$ cat src/rtl/traffic_controller.sv
// Two-road light controller: major green by default, minor served on sensor demand.
// Define ALL_RED_EN to insert all-red clearance states after each yellow.
module traffic_controller #(
  parameter int MAJ_GREEN_MIN = 8,
  parameter int YELLOW_TIME   = 2,
  parameter int MIN_GREEN_MIN = 3,
  parameter int MIN_GREEN_MAX = 6,
  parameter int ALL_RED_TIME  = 1
) (
  input  logic       clock,
  input  logic       reset,
  input  logic       sensor,
  output logic [2:0] major,
  output logic [2:0] minor
);

`ifdef ALL_RED_EN
  typedef enum logic [2:0] {
    MAJ_G, MAJ_Y, MIN_G, MIN_Y, AR1, AR2
  } state_t;
  localparam logic [7:0] L_AR = 8'(ALL_RED_TIME - 1);
`else
  typedef enum logic [1:0] {
    MAJ_G, MAJ_Y, MIN_G, MIN_Y
  } state_t;
`endif

  localparam logic [7:0] L_MAJ = 8'(MAJ_GREEN_MIN - 1);
  localparam logic [7:0] L_YEL = 8'(YELLOW_TIME - 1);
  localparam logic [7:0] L_MNL = 8'(MIN_GREEN_MIN - 1);
  localparam logic [7:0] L_MNH = 8'(MIN_GREEN_MAX - 1);

  localparam logic [2:0] RED = 3'b100;
  localparam logic [2:0] YEL = 3'b010;
  localparam logic [2:0] GRN = 3'b001;

  state_t     r_state;
  state_t     w_next;
  logic [7:0] r_timer;
  logic [2:0] r_major;
  logic [2:0] r_minor;
  logic       w_yel_done;
  logic [5:0] w_lamps;

  assign w_yel_done = (r_timer == L_YEL);

  always_comb begin
    w_next = r_state;
    unique case (r_state)
      MAJ_G:
        if (r_timer >= L_MAJ && sensor)
          w_next = MAJ_Y;
`ifdef ALL_RED_EN
      MAJ_Y: if (w_yel_done) w_next = AR1;
      AR1:   if (r_timer == L_AR) w_next = MIN_G;
      MIN_Y: if (w_yel_done) w_next = AR2;
      AR2:   if (r_timer == L_AR) w_next = MAJ_G;
`else
      MAJ_Y: if (w_yel_done) w_next = MIN_G;
      MIN_Y: if (w_yel_done) w_next = MAJ_G;
`endif
      MIN_G:
        if ((r_timer >= L_MNL && !sensor) ||
            r_timer == L_MNH)
          w_next = MIN_Y;
      default: w_next = MAJ_G;
    endcase
  end

  // Lamps are registered from the next state so they track r_state exactly.
  always_comb begin
    w_lamps = {RED, RED};
    unique case (w_next)
      MAJ_G:   w_lamps = {GRN, RED};
      MAJ_Y:   w_lamps = {YEL, RED};
      MIN_G:   w_lamps = {RED, GRN};
      MIN_Y:   w_lamps = {RED, YEL};
      default: w_lamps = {RED, RED};
    endcase
  end

  always_ff @(posedge clock) begin
    if (reset) begin
      r_state <= MAJ_G;
      r_timer <= 8'd0;
      r_major <= GRN;
      r_minor <= RED;
    end else begin
      r_state <= w_next;
      r_major <= w_lamps[5:3];
      r_minor <= w_lamps[2:0];
      if (w_next != r_state)
        r_timer <= 8'd0;
      else if (r_timer != 8'hFF)
        r_timer <= r_timer + 8'd1;
    end
  end

  assign major = r_major;
  assign minor = r_minor;

endmodule

$ cat config.mk
export PLATFORM = sky130hd
export DESIGN_NAME = traffic_controller
export DESIGN_NICKNAME = d
export VERILOG_FILES = /design/src/rtl/traffic_controller.sv
export SDC_FILE = /design/constraint.sdc
export NUM_CORES = 1
export LEC_CHECK = 0
export BUFFER_PORTS_ARGS = -buffer_cell sky130_fd_sc_hd__buf_2
export CAP_MARGIN = 20
export CORE_MARGIN = 4
export CORE_UTILIZATION = 40
export CTS_CLUSTER_SIZE = 16
export DETAILED_ROUTE_END_ITERATION = 8
export GPL_TIMING_DRIVEN = 0
export PLACE_DENSITY = 0.59
export SYNTH_ARGS = -nofsm -noshare
export SYNTH_HDL_FRONTEND = slang
export SYNTH_SLANG_ARGS = --single-unit
$ cat constraint.sdc
create_clock -name clock -period 2.75 [get_ports clock]
set_clock_uncertainty 0.1 [all_clocks]
set_input_delay 0.55 -clock clock [delete_from_list [all_inputs] [get_ports clock]]
set_output_delay 0.55 -clock clock [all_outputs]
set_load 0.03 [all_outputs]
==> results of run 1 <==
==> critical path, cell delays in order, from the launching register on <==
cell	delay [ns]
dfxtp_1	0.41
ha_1	0.33
nand2_2	0.14
a31o_2	0.30
o31ai_4	0.38
nor4_1	0.11
==> final cells by class <==
| cell class | count | share of cell area, % |
|---|---|---|
| Buffer | 5 | 4.81 |
| Timing Repair Buffer | 8 | 3.95 |
| Inverter | 4 | 1.48 |
| Clock buffer | 3 | 2.22 |
| Tap cell | 28 | 3.46 |
| Sequential cell | 16 | 31.6 |
| Multi-Input combinational cell | 69 | 52.5 |
==> flip-flops by register name, indices dropped and copies added, names as in the netlist <==
name	flops
major	3
minor	3
r_state	2
r_timer	8
==> power breakdown <==
| group | internal (mW) | switching [mW] |
|---|---|---|
| Combinational | 0.0229 | 0.0311 |
| Sequential | 0.237 | 0.00456 |
| Clock | 0.0509 | 0.0721 |
==> cell usage in the layout, fill, tap and decap left out, types with 3 or more instances in the layout <==
master    netlist  routed
nor2_1         10      10
nor4_1          4       4
inv_1           4       4
dfxtp_1        16      16
nand3_1         4       4
ha_1            3       3
buf_2           0       8
clkbuf_4        0       3
nand2_1         3       3
buf_6           3       3
a31oi_1         5       5
nor3_1          5       5
==> logic make-up (layout without fill, tap and decap cells) <==
family                     Yosys count  count (layout)  share of synthesized area, %
adders and majority gates            3               3                          4.10
AOI/OAI and AO/OA                   21              21                          19.8
buffers and inverters                9              20                          6.97
and+or+nand+nor                     39              39                          27.7
DFF                                 16              16                          35.0
xor gates and xnor gates             3               3                          2.87
muxes                                3               3                          3.55
==> stage by stage <==
stage          hold slack [ns]  util [%]  setup slack [ns]  instances  power [mW]
2_1_floorplan            0.430         -              1.14         94       0.288
3_3_place_gp             0.457      45.2             0.894        130       0.299
3_5_place_dp             0.457      45.2             0.895        130       0.300
4_1_cts                  0.413      46.3             0.870        133       0.428
5_1_grt                  0.431      46.3             0.739        133       0.439
6_report                 0.432      46.3             0.872        133       0.418
==> metal layers <==
layer	routed length, um	track usage [%]	vias to the layer above
met4	14	3.39	0
met1	826	15.4	340
met5	0	0	-
met3	71	4.41	2
li1	-	-	372
met2	870	20.9	9
==> worst paths after layout <==
kind / cells past startpoint / from / slack, ns / endpoint
max reg2reg: 5 / r_timer[1]$_SDFFE_PP0P_ / 0.87 / r_timer[4]$_SDFFE_PP0P_
min reg2reg: 2 / r_state[1]$_SDFF_PP0_ / 0.47 / major[1]$_SDFF_PP0_
max: 5 / r_timer[1]$_SDFFE_PP0P_ / 0.87 / r_timer[4]$_SDFFE_PP0P_
min: 2 / reset / 0.43 / major[2]$_SDFF_PP0_
==> flow_summary.ini, run 1 <==
[placement]
dpl_cell_area_um2 = 991
portBuffers = 8
hpwlAfterDp_mm = 1.31
gp_congestion = 0.821

[layout]
area_delta_synth_final_pct = 10.7
num-nets-final = 113
multi_input_area_um2 = 532
nFillCells = 230
layout-drive-gt1-share_pct = 29.5
seq_area_um2 = 320
num_antenna_cells = 0
final_area_um2 = 1010

[synthesis]
synth_most_common_cell = dfxtp_1
postSynth.asyncResetShare_pct = 0
synth_top_area_share_pct = 35.0
synthCells = 94
netlist-cell-type-count = 39
yosysSeqAreaShare_pct = 35.0
syn-mean-instance-area_um2 = 9.74
yosysWarnings = 0
synth_area_um2 = 916
ys_seq_elements = 16
syn_nets = 100
ys.flop_type = dfxtp_1
synth_commonest_cells = 16 x dfxtp_1, 10 x nor2_1, 5 x a31oi_1, 5 x nor3_1
synth_edf_count = 0
synth_top_area_cell = dfxtp_1
synthTopCellsByArea = dfxtp_1 35%, nor4b_4 5.2%, ha_1 4.1%, nor2_1 4.1%, buf_6 3.7%

[grt]
gr-usage-all-layers_pct = 12.6
antenna_found_initial = 0
grt_first_pass_wirelength_mm = 3.16
grt_max_degree = 11
grt_overflow_total = 0
grt_pass1_vias = 701

[cts]
cts_max_level = 1
cts_setup_buffers = 0
cts_tree = built
cts_buffer_depth = 2
clock_sinks = 16
cts_buffers = 3
clk_pin_slew_ns = 0.09
cts_hold_buffers = 0
clk_latency_ns = 0.28
root_buffer = clkbuf_4
cts_resized = 0

[timing]
tns_ns = 0
fmax_ghz = 0.532
hold_viol_final = 0
finalMaxSlewViolations = 0
layout_min_cycle_time_ns = 1.88
timing.final.crit_share_pct = 68.3
maxSlewHeadroom_pct = 71.5
grt_setup_unrepaired = false
setup_violations = 0
tightest_slew_ns = 0.427

[die]
initial_utilization_pct = 41.8
coreArea_um2 = 2190
rows = 17
ios = 9
die_w_um = 55.9
die_area_um2 = 3120
die_y_um = 55.9

[route]
drt-pass1-iter-count = 4
wirelength_mm = 1.78
num_vias = 723
remaining_drc_errors = 0
drtIter0Drc = 12
antenna_left = 0
wl_per_cell_um = 13.4
vias_per_cell = 5.44

[power_and_ir_drop]
leakagePower_nw = 0.364
power_density_nw_per_um2 = 413
ir_drop_mv = 0.247

[worst_setup_path]
worstPathArrival_ns = 1.94
worst_setup_path_start_kind = flop
crit_type = flop to flop
worst_setup_path_end_kind = flop
cp_data_required_time_ns = 2.81
critPathMaxFanout = 8

[run]
cap_violations = 0

[status]
status = complete, no violations

[worst_hold_path]
min_path_type = input pin to flop
Power figures use the tool's default switching activity.
==> inputs of run 2 (changes only) <==
--- a/config.mk
+++ b/config.mk
@@ -12,7 +12,7 @@
 export CTS_CLUSTER_SIZE = 16
 export DETAILED_ROUTE_END_ITERATION = 8
 export GPL_TIMING_DRIVEN = 0
-export PLACE_DENSITY = 0.59
+export PLACE_DENSITY = 0.61
 export SYNTH_ARGS = -nofsm -noshare
 export SYNTH_HDL_FRONTEND = slang
 export SYNTH_SLANG_ARGS = --single-unit
==> constraint.sdc (replaced) <==
create_clock -name clock -period 1.5 [get_ports clock]
set_clock_uncertainty 0.1 [all_clocks]
set_input_delay 0.3 -clock clock [delete_from_list [all_inputs] [get_ports clock]]
set_output_delay 0.3 -clock clock [all_outputs]
set_load 0.03 [all_outputs]
==> run 2 against run 1 <==
- the flow now finishes with violations (negative setup slack)
- critical endpoint is now r_timer[7]$_SDFFE_PP0P_
- hold slack got worse by 0.26 ns
- maximum frequency rose by 12%
- clock power rose by 97%
- clock-buffer cell count up 1
- non-clock buffer count is 17 higher
- sequential share of layout area decreased by 6.6 points
- critical path type unchanged
- combinational power increased to 3.4 times the previous value
- register-to-register slack got worse by 1.0 ns
- largest cell class unchanged
- wire length up 23%
- sequential power up 86%
- global-route usage is 2.6 points higher
- design area is 31% higher
==> flow_summary.ini, run 2 (synthesis gave the netlist of run 1 again) <==
[status]
status = finished with violations
failed_checks = negative setup slack

[die]
die_w_um = 55.9
initial_utilization_pct = 41.8
die_y_um = 55.9
die_area_um2 = 3120
ios = 9
coreArea_um2 = 2190
rows = 17

[layout]
largest_reg_flops = 8
num-nets-final = 130
num_antenna_cells = 0
final-instance-count-excl-fill = 151
final_cell_mix = 11 x buf_6, 11 x buf_4, 11 x dfxtp_1, 10 x nor2_1, 8 x buf_2
area_delta_synth_final_pct = 44.5
regMostFlops = r_timer
layout-drive-gt1-share_pct = 55.3

[worst_setup_path]
worst_setup_path_start_kind = flop
r2r_cells = 7
r2r_slack_ns = -0.17
crit_type = flop to flop
critPathMaxFanout = 5
cp_data_required_time_ns = 1.60
worst_setup_path_end_kind = flop
crit_start = r_timer[0]$_SDFFE_PP0P_
worstPathArrival_ns = 1.77
worstReg2RegStart = r_timer[0]$_SDFFE_PP0P_
timing.rr.end = r_timer[7]$_SDFFE_PP0P_

[timing]
fmax_ghz = 0.597
layout_min_cycle_time_ns = 1.67
hold_viol_final = 0
grt_setup_unrepaired = true
setup_slack_ns = -0.175
tightest_slew_ns = 0.508
finalMaxSlewViolations = 0
timing.final.crit_share_pct = 112
maxSlewHeadroom_pct = 65.6
setup_violations = 13
timing.hold.ws_ns = 0.177

[cts]
cts_buffers = 3
cts_hold_buffers = 0
clk_pin_slew_ns = 0.10
cts_max_level = 1
root_buffer = clkbuf_4
cts_tree = built
cts_buffer_depth = 2
clk_latency_ns = 0.29
clock_sinks = 16

[route]
wirelength_mm = 2.20
drt-pass1-iter-count = 4
antenna_left = 0
wl_per_cell_um = 14.6
num_vias = 826
vias_per_cell = 5.47
remaining_drc_errors = 0
drtIter0Drc = 17

[power_and_ir_drop]
comb_power_share_pct = 20.9
power_density_nw_per_um2 = 660
leakagePower_nw = 0.492
p_clk_share_pct = 27.7
p_sw_mw = 0.240
ir_drop_mv = 0.409
swShare_pct = 27.5
internal_power_mw = 0.633
seqPwrFrac_pct = 51.4
p_total_mw = 0.873

[placement]
portBuffers = 8
post-place-cells = 130
gp_congestion = 0.785
hpwlAfterDp_mm = 1.29

[worst_hold_path]
worstHoldEndpoint = r_state[1]$_SDFF_PP0_
min_path_type = input pin to flop
hold_path_depth = 2
hold_start = reset

[grt]
antenna_found_initial = 0
grt_busiest_layer = met2
grt_max_degree = 11
grt_overflow_total = 0
use_met3_pct = 3.25
globalRouteMet1Util_pct = 18.7
gr-usage-all-layers_pct = 15.2
grt.met2_usage_pct = 25.7
grt_pass1_vias = 821
grt_first_pass_wirelength_mm = 3.79

[run]
cap_violations = 0
[run 2: cell count changes in the layout (fill, tap and decap cells not counted), moves of 3 or more]
cell and change:
buf_4 +9, buf_6 +8, dfxtp_1 -5, dfxtp_2 +3, ha_1 -3, ha_4 +3
nor3_1 -5, nor3_2 +5, nor4_1 -4
[run 2: layer usage]
| metal | part of all wire (%) | routed length, um | up-vias |
|---|---|---|---|
| li1 | - | - | 406 |
| met1 | 40 | 870 | 402 |
| met2 | 56 | 1230 | 16 |
| met3 | 3.9 | 85 | 2 |
| met4 | 0.82 | 18 | 0 |
| met5 | 0 | 0 | - |
[run 2: through the flow]
step | TNS (ns) | instance area (um^2) | worst slack (ns) | util, %
floorplan | -0.000328 | 950 | -0.000328 | -
global placement | -1.53 | 1020 | -0.171 | 46.8
detailed placement | -1.79 | 1020 | -0.200 | 46.8
CTS | -1.01 | 1260 | -0.129 | 57.5
global route | -2.66 | 1320 | -0.238 | 60.4
finish | -1.46 | 1320 | -0.175 | 60.4
[run 2: power groups by stage]
stage	Combinational, mW	Clock (mW)	Sequential (mW)
3_3_place_gp	0.101	0	0.457
4_1_cts	0.158	0.256	0.447
6_report	0.183	0.242	0.448
5_1_grt	0.196	0.285	0.451
2_1_floorplan	0.0804	0	0.457
3_5_place_dp	0.102	0	0.457
[run 2: worst max-delay path by stage]
stage	to	slack [ns]
3_3_place_gp	r_timer[4]$_SDFFE_PP0P_	-0.17
3_5_place_dp	r_timer[1]$_SDFFE_PP0P_	-0.20
5_1_grt	r_timer[2]$_SDFFE_PP0P_	-0.24
4_1_cts	minor[2]$_SDFF_PP1_	-0.13
6_report	r_timer[7]$_SDFFE_PP0P_	-0.17
2_1_floorplan	r_timer[0]$_SDFFE_PP0P_	-0.0003
[run 2: layout make-up]
class / count / area [um^2]
flip-flops and latches: 16 / 332
plain buffers: 5 / 52.6
well taps: 28 / 35.0
multi-input cells: 69 / 667
inverters: 4 / 17.5
fillers: 201 / 867
repair buffers: 25 / 194
clock buffers: 4 / 26.3
[run 2: worst max-delay path, stage by stage, from the launching register on]
cell and delay (ns):
dfxtp_4 0.38, buf_6 0.12, ha_4 0.15, buf_4 0.13, a31oi_4 0.22, a211oi_4 0.08
buf_6 0.15, nor4_4 0.25
[run 2: what timing repair did]
| item | in CTS | in global routing |
|---|---|---|
| gates resized for setup | 27 | 5 |
| pin swaps | 8 | 4 |
| setup endpoints to repair | 14 | 15 |
| cloned | 0 | 0 |
| hold endpoints to repair | 0 | 0 |
| buffers inserted | 15 | 4 |
==> inputs of run 3 (changes only) <==
--- a/config.mk
+++ b/config.mk
@@ -16,3 +16,4 @@
 export SYNTH_ARGS = -nofsm -noshare
 export SYNTH_HDL_FRONTEND = slang
 export SYNTH_SLANG_ARGS = --single-unit
+export TNS_END_PERCENT = 50
==> run 3 against run 2 <==
- the flow still finishes with violations (negative setup slack)
- sequential power about the same
- first-iteration DRC count down 29%
- maximum frequency up 1.2%
- setup slack better by 0.019 ns
==> flow_summary.ini, run 3 (synthesis gave the netlist of run 1 again) <==
[status]
status = finished with violations
failed_checks = negative setup slack

[timing]
tightest_slew_ns = 0.335
layout_min_cycle_time_ns = 1.66
maxSlewHeadroom_pct = 77.3
setup_slack_ns = -0.155
fmax_ghz = 0.604
timing.final.crit_share_pct = 110
finalMaxSlewViolations = 0
setup_violations = 14
grt_setup_unrepaired = true
hold_viol_final = 0

[grt]
gr-usage-all-layers_pct = 14.6
grt_overflow_total = 0
grt_first_pass_wirelength_mm = 3.59
grt_pass1_vias = 805
grt_max_degree = 11
antenna_found_initial = 0

[layout]
final_common_cell = dfxtp_1
layout-drive-gt1-share_pct = 56.8
post-route-util_pct = 59.2
area_delta_synth_final_pct = 41.7
num_antenna_cells = 0
num-nets-final = 125
final_cell_mix = 12 x dfxtp_1, 10 x nor2_1, 8 x buf_4, 8 x buf_2, 7 x buf_6
largest_reg_flops = 8
nFillCells = 178
seq_area_um2 = 330
multi_input_area_um2 = 669
regMostFlops = r_timer

[worst_setup_path]
worst_setup_path_start_kind = flop
crit_path_max_incr_delay_ns = 0.39
cp_data_required_time_ns = 1.61
worstPathArrival_ns = 1.77
critPathMaxFanout = 3
crit_type = flop to flop
worst_setup_path_end_kind = flop
slowest_stage = dfxtp_4
crit_chain = buf_6, ha_4, nor4b_4, nand2_2, or3_4, o311ai_2

[route]
remaining_drc_errors = 0
antenna_left = 0
vias_per_cell = 5.48
wl_per_cell_um = 14.5
num_vias = 800
drtIter0Drc = 12
drt-pass1-iter-count = 4
wirelength_mm = 2.12

[die]
ios = 9
rows = 17
die_y_um = 55.9
coreArea_um2 = 2190
initial_utilization_pct = 41.8
die_area_um2 = 3120
die_w_um = 55.9

[placement]
hpwlAfterDp_mm = 1.35
gp_congestion = 0.801
portBuffers = 8
place_ws_ns = -0.183

[worst_hold_path]
min_path_type = input pin to flop

[cts]
cts_tree = built
clk_pin_slew_ns = 0.11
clock_sinks = 16
clk_latency_ns = 0.30
cts_buffers = 3
cts_hold_buffers = 0
cts_max_level = 1
root_buffer = clkbuf_4
cts_buffer_depth = 2

[power_and_ir_drop]
power_density_nw_per_um2 = 668
ir_drop_mv = 0.488
leakagePower_nw = 0.474

[run]
cap_violations = 0
[run 3: changes by cell type in the layout (fill, tap and decap cells not counted), sizes merged]
| cell | previous run | this run |
|---|---|---|
| buf | 30 | 25 |
[run 3: final timing paths]
| check | startpoint | end | slack, ns | cells past startpoint |
|---|---|---|---|---|
| max | r_timer[0]$_SDFFE_PP0P_ | minor[0]$_SDFF_PP0_ | -0.16 | 6 |
| max reg2reg | r_timer[0]$_SDFFE_PP0P_ | minor[0]$_SDFF_PP0_ | -0.16 | 6 |
| min reg2reg | r_state[1]$_SDFF_PP0_ | major[1]$_SDFF_PP0_ | 0.50 | 2 |
| min | reset | major[2]$_SDFF_PP0_ | 0.17 | 2 |
[run 3: repair_timing]
action,4_1_cts,5_1_grt
setup buffers,11,2
pin swaps,7,4
endpoints found under the hold margin,0,0
cloned,0,0
endpoints found under the setup margin,14,15
resized for setup,17,13
[run 3: layout make-up]
type | instances | area share (%)
Tap cell | 28 | 2.70
Inverter | 4 | 1.35
Sequential cell | 16 | 25.5
Timing Repair Buffer | 20 | 12.8
Clock buffer | 4 | 2.03
Buffer | 5 | 4.05
Multi-Input combinational cell | 69 | 51.6
[run 3: metal layers]
| metal | wire, um | part of all wire, % | global-route usage [%] | vias to the layer above |
|---|---|---|---|---|
| li1 | - | - | - | 394 |
| met1 | 853 | 40 | 16.7 | 383 |
| met2 | 1140 | 54 | 25.8 | 19 |
| met3 | 101 | 4.8 | 3.48 | 4 |
| met4 | 29 | 1.4 | 6.10 | 0 |
| met5 | 0 | 0 | 0 | - |
[run 3: power breakdown]
| group | switching [mW] | leakage [nW] | internal (mW) |
|---|---|---|---|
| clock network | 0.147 | 0.0150 | 0.103 |
| registers | 0.0146 | 0.132 | 0.435 |
| logic | 0.0809 | 0.327 | 0.0865 |
| total | 0.242 | 0.474 | 0.625 |
[run 3: through the flow]
| stage | instance area [um^2] | std cells | TNS (ns) | hold slack (ns) | power, mW |
|---|---|---|---|---|---|
| floorplan | 950 | 94 | -0.0115 | 0.272 | 0.537 |
| global placement | 1020 | 130 | -1.54 | 0.455 | 0.557 |
| detailed placement | 1020 | 130 | -1.93 | 0.463 | 0.563 |
| CTS | 1220 | 144 | -1.04 | 0.178 | 0.846 |
| global route | 1300 | 146 | -2.44 | 0.171 | 0.916 |
| finish | 1300 | 146 | -1.34 | 0.169 | 0.867 |
[run 3: critical path, delay by kind of cell (launching register included)]
| kind | cells | cell delay [ns] |
|---|---|---|
| buffers and inverters | 1 | 0.10 |
| adders and majority gates | 1 | 0.13 |
| AOI/OAI and AO/OA | 1 | 0.07 |
| and+or+nand+nor | 3 | 0.78 |
| DFF | 1 | 0.39 |
